==> src/rtl/hs_arbiter_4ph.sv <==
// rtl/hs_arbiter_4ph.sv - round-robin arbiter sharing one 4-phase handshake resource
// between NUM_REQ asynchronous requesters; all async inputs pass through synchronizers.
module hs_arbiter_4ph #(
  parameter  int NUM_REQ        = 4,
  parameter  int SYNC_STAGES    = 2,
  parameter  int TIMEOUT_CYCLES = 1024,
  parameter  int CNT_W          = 16,
  localparam int ID_W           = $clog2(NUM_REQ)
) (
  input  logic               clk,
  input  logic               rst_n,
  input  logic [NUM_REQ-1:0] req,
  output logic [NUM_REQ-1:0] ack,
  output logic               res_req,
  input  logic               res_ack,
  output logic [ID_W-1:0]    grant_id,
  output logic               busy,
  output logic               err_timeout
);

  typedef enum logic [1:0] {S_IDLE, S_REQ, S_HOLD, S_RTZ} state_t;

  localparam logic [CNT_W-1:0] TMO = CNT_W'(TIMEOUT_CYCLES);
  localparam logic [ID_W-1:0]  LAST_ID = ID_W'(NUM_REQ - 1);

  state_t                 state_q, state_d;
  logic [NUM_REQ-1:0]     req_sync_q [SYNC_STAGES];
  logic [NUM_REQ-1:0]     req_sync_d [SYNC_STAGES];
  logic [SYNC_STAGES-1:0] res_ack_sync_q, res_ack_sync_d;
  logic [NUM_REQ-1:0]     ack_q, ack_d;
  logic                   res_req_q, res_req_d;
  logic [ID_W-1:0]        grant_q, grant_d;
  logic [ID_W-1:0]        ptr_q, ptr_d;
  logic [CNT_W-1:0]       cnt_q, cnt_d;
  logic                   err_q, err_d;

  logic [NUM_REQ-1:0]     req_s;
  logic                   res_ack_s;
  logic [NUM_REQ-1:0]     eligible;
  logic                   win_found;
  logic [ID_W-1:0]        win_id;
  logic                   waiting;

  always_ff @(posedge clk or negedge rst_n) begin
    if (!rst_n) begin
      state_q        <= S_IDLE;
      for (int k = 0; k < SYNC_STAGES; k++) req_sync_q[k] <= '0;
      res_ack_sync_q <= '0;
      ack_q          <= '0;
      res_req_q      <= 1'b0;
      grant_q        <= '0;
      ptr_q          <= '0;
      cnt_q          <= '0;
      err_q          <= 1'b0;
    end else begin
      state_q        <= state_d;
      req_sync_q     <= req_sync_d;
      res_ack_sync_q <= res_ack_sync_d;
      ack_q          <= ack_d;
      res_req_q      <= res_req_d;
      grant_q        <= grant_d;
      ptr_q          <= ptr_d;
      cnt_q          <= cnt_d;
      err_q          <= err_d;
    end
  end

  always_comb begin
    req_sync_d[0] = req;
    for (int k = 1; k < SYNC_STAGES; k++) req_sync_d[k] = req_sync_q[k-1];
    res_ack_sync_d = {res_ack_sync_q[SYNC_STAGES-2:0], res_ack};
  end

  assign req_s     = req_sync_q[SYNC_STAGES-1];
  assign res_ack_s = res_ack_sync_q[SYNC_STAGES-1];
  assign eligible  = req_s & ~ack_q;

  // Search begins at ptr and wraps, so the requester just served is considered last.
  always_comb begin
    int idx;
    idx       = 0;
    win_found = 1'b0;
    win_id    = ptr_q;
    for (int k = 0; k < NUM_REQ; k++) begin
      idx = int'(ptr_q) + k;
      if (idx >= NUM_REQ) idx = idx - NUM_REQ;
      if (!win_found && eligible[idx]) begin
        win_found = 1'b1;
        win_id    = ID_W'(idx);
      end
    end
  end

  always_comb begin
    state_d = state_q;
    case (state_q)
      S_IDLE:  if (win_found)          state_d = S_REQ;
      S_REQ:   if (res_ack_s)          state_d = S_HOLD;
      S_HOLD:  if (!req_s[grant_q])    state_d = S_RTZ;
      S_RTZ:   if (!res_ack_s)         state_d = S_IDLE;
      default:                         state_d = S_IDLE;
    endcase
  end

  assign waiting = ((state_q == S_REQ) && !res_ack_s) || ((state_q == S_RTZ) && res_ack_s);

  always_comb begin
    ack_d     = ack_q;
    res_req_d = res_req_q;
    grant_d   = grant_q;
    ptr_d     = ptr_q;
    cnt_d     = cnt_q;
    err_d     = err_q;
    case (state_q)
      S_IDLE: begin
        if (win_found) begin
          grant_d   = win_id;
          res_req_d = 1'b1;
          cnt_d     = '0;
        end
      end
      S_REQ: begin
        if (res_ack_s) ack_d[grant_q] = 1'b1;
      end
      S_HOLD: begin
        if (!req_s[grant_q]) begin
          res_req_d = 1'b0;
          cnt_d     = '0;
        end
      end
      S_RTZ: begin
        if (!res_ack_s) begin
          ack_d[grant_q] = 1'b0;
          ptr_d          = (grant_q == LAST_ID) ? '0 : grant_q + 1'b1;
        end
      end
      default: ;
    endcase
    // Saturating count; with TMO == 0 it never leaves zero, which disables the flag.
    if (waiting && (cnt_q != TMO)) begin
      cnt_d = cnt_q + 1'b1;
      if (cnt_d == TMO) err_d = 1'b1;
    end
  end

  assign ack         = ack_q;
  assign res_req     = res_req_q;
  assign grant_id    = grant_q;
  assign busy        = (state_q != S_IDLE);
  assign err_timeout = err_q;

endmodule

==> config.mk <==
export PLATFORM = sky130hd
export DESIGN_NAME = hs_arbiter_4ph
export DESIGN_NICKNAME = d
export VERILOG_FILES = /design/src/rtl/hs_arbiter_4ph.sv
export SDC_FILE = /design/constraint.sdc
export NUM_CORES = 1
export LEC_CHECK = 0
export CORE_ASPECT_RATIO = 1.2
export CORE_MARGIN = 5
export CORE_UTILIZATION = 50
export CTS_CLUSTER_DIAMETER = 100
export DETAILED_ROUTE_END_ITERATION = 8
export HOLD_SLACK_MARGIN = 0.03
export PLACE_DENSITY_LB_ADDON = 0.2
export SYNTH_ARGS = -nofsm -noshare
export SYNTH_HDL_FRONTEND = slang
export SYNTH_SLANG_ARGS = --single-unit
export TNS_END_PERCENT = 10
==> constraint.sdc <==
create_clock -name clk -period 1.9 [get_ports clk]
set_input_delay 0.285 -clock clk [delete_from_list [all_inputs] [get_ports clk]]
set_output_delay 0.285 -clock clk [all_outputs]
set_load 0.005 [all_outputs]
==> impl_metrics.json <==
{
  "synth_nets": 253,
  "max_freq_mhz": 529,
  "grt_overflow": 0,
  "layout_common_cells": "37 x dfrtp_1, 35 x buf_4, 25 x nand2_1",
  "crit_path_top_delay_cell": "dfrtp_1",
  "hold_violations": 0,
  "viasPerCell": 5.60,
  "dieArea_sq_um": 6090,
  "syn_area_sq_um": 2310,
  "cts.clk_slew.worst_paths_ps": 80,
  "status": "finished, final reports clean",
  "drtPass1Iterations": 4,
  "die_y_microns": 84.5,
  "antenna_found_initial": 0,
  "tightest_slew_ps": 381,
  "holdCritPathClass": "reg -> reg",
  "vdd_drop_max_v": 0.000837,
  "grt_max_degree": 16,
  "leakagePower_nw": 1.32,
  "drcViolationCount": 0,
  "drt_wl_total_mm": 5.17,
  "ys_seq_area_frac": 0.411,
  "rsz0062_at_grt": "true",
  "design_area_sq_um": 2880,
  "route.detailed.wl_per_inst_microns": 15.2,
  "grt_pass1_wl_mm": 8.80,
  "nNetsFinal": 300,
  "worst_slack_ps": 8.40,
  "ys_ff_latch": 38,
  "path_class": "reg -> reg",
  "cp.arrival_ps": 2070,
  "fin_skew_ps": 6.69,
  "dp_hpwl_mm": 4.01,
  "nFillCells": 396,
  "core_sq_um": 4530,
  "cts_buffers": 5,
  "finalMaxSlewViolations": 0,
  "crit_required_ps": 2080,
  "netlist.area_leader.share": 0.411,
  "async_flop_share": 1.00,
  "powerDensity_nw_per_um2": 1150,
  "start_util": 0.511,
  "finalSetupViolCount": 0,
  "vias": 1911,
  "fin_crit_ps": 1890,
  "grt_usage": 0.182,
  "path_cells": "inv_2 > ha_4 > nor4b_4 > nand4_1 > o21a_4 > mux2_2 > a22o_1",
  "area_growth_pct": 24.6,
  "clk_latency_ps": 290,
  "synth_edf_count": 0,
  "n_antenna_cell": 0,
  "synth.distinct_cells": 51,
  "crit_fanout": 8,
  "final_common_cell": "dfrtp_1",
  "cts_root_buf": "clkbuf_8",
  "grt_pass1_vias": 1893,
  "final_cells": 341,
  "worst_setup_path_start_kind": "flip-flop",
  "fin_crit_sh": 0.996,
  "ioPinCount": 16,
  "gp_congestion": 0.916,
  "syn_area_per_cell_sq_um": 9.83,
  "cts_tree": "built",
  "fp.dieW_microns": 72.1,
  "netlist_instances": 235,
  "rows": 27,
  "synth_top_area_cell": "dfrtp_1",
  "clock_path_buffers": 2,
  "max_stage_delay_ps": 420,
  "maxCapViolations": 0,
  "yosys_warnings": 0,
  "dp.cells": 328,
  "drt-initial-drc-count": 35,
  "place_ws_ps": -2.25,
  "ys_top_cells_by_area": "dfrtp_1 41%, ha_1 6.0%, mux2i_1 4.8%",
  "final_util": 0.636,
  "synth_flop_cell": "dfrtp_1",
  "drive_gt1_frac": 0.269,
  "cts_sinks": 38,
  "max_slew_margin": 0.746,
  "ant_nets": 0,
  "placed_area_sq_um": 2680,
  "io_buffers": 15,
  "htree_levels": 2,
  "p_total_mw": 3.32,
  "crit_path_end_kind": "flip-flop"
}
==> where the power goes <==
| group | internal [mW] | switching, mW |
|---|---|---|
| combinational | 0.842 | 0.844 |
| sequential | 0.942 | 0.126 |
| clock | 0.291 | 0.279 |
==> worst max-delay path: cells and delay by family, from the launching register on <==
| kind | cells | cell delay (ps) |
|---|---|---|
| AO/OA/AOI/OAI | 2 | 520 |
| flip-flops | 1 | 420 |
| AND/OR/NAND/NOR | 2 | 340 |
| multiplexers | 1 | 280 |
| adder cells (fa/ha/maj) | 1 | 130 |
| buffers and inverters | 1 | 100 |
==> final timing paths <==
kind	start	end	slack [ps]	cells past startpoint
max in group asynchronous	rst_n	cnt_q[0]$_DFFE_PN0P_	1010	3
min reg2reg	req_sync_d[0]$_DFF_PN0_	req_s[0]$_DFF_PN0_	340	0
min in group asynchronous	rst_n	async pin	380	2
max	cnt_q[1]$_DFFE_PN0P_	cnt_q[7]$_DFFE_PN0P_	8	7
max reg2reg	cnt_q[1]$_DFFE_PN0P_	cnt_q[7]$_DFFE_PN0P_	8	7
min	req_sync_d[0]$_DFF_PN0_	req_s[0]$_DFF_PN0_	340	0
==> area by class of cell <==
cell class              count  area [sq um]  share of cell area
inverters                  11          41.3              0.0143
clock inverters             2          12.5             0.00435
well taps                  58          72.6              0.0252
multi-input cells         174          1290               0.448
flip-flops and latches     38           952               0.331
repair buffers             52           429               0.149
clock buffers               6          82.6              0.0287
==> cell families (layout without fill, tap and decap cells) <==
group / Yosys count / after routing / synth area share
adder cells (fa/ha/maj): 11 / 11 / 0.0596
flip-flops: 38 / 38 / 0.411
multiplexers: 20 / 20 / 0.0964
XOR/XNOR: 1 / 1 / 0.00379
AO/OA/AOI/OAI: 55 / 55 / 0.166
AND/OR/NAND/NOR: 87 / 87 / 0.204
buffers and inverters: 23 / 71 / 0.0590
==> cells in the mapped netlist (3+ instances only) <==
cell,count
a211o_1,3
a21oi_1,14
a22o_1,4
and3_1,4
buf_2,4
buf_6,5
dfrtp_1,38
ha_1,11
inv_1,11
mux2_2,8
mux2i_1,11
nand2_1,25
nand3_1,11
nand4_1,7
nor2_1,13
nor2b_1,3
nor3_1,3
nor3b_1,3
nor4_1,3
o21ai_0,12
o31ai_1,3
==> per-layer routing <==
layer | global-route usage | share of wire | vias up
met3 | 0.0347 | 0.028 | 11
met1 | 0.208 | 0.42 | 917
li1 | - | - | 944
met2 | 0.331 | 0.52 | 39
met5 | 0 | 0 | -
met4 | 0.0615 | 0.025 | 0
==> what timing repair did <==
action	in CTS	in global routing
buffers inserted	0	4
hold buffers	1	0
endpoints found under the hold margin	10	0
resized for setup	3	11
setup endpoints to repair	4	15
pin swaps	1	7
==> through the flow <==
stage                     TNS, ps  hold WS (ps)
after floorplan                 0         -10.6
after global placement          0           164
after detailed placement    -2.25           165
after CTS                   -6.20           347
after global routing         -576           348
final                           0           343
Note: power is estimated with default switching activity, not from simulation.
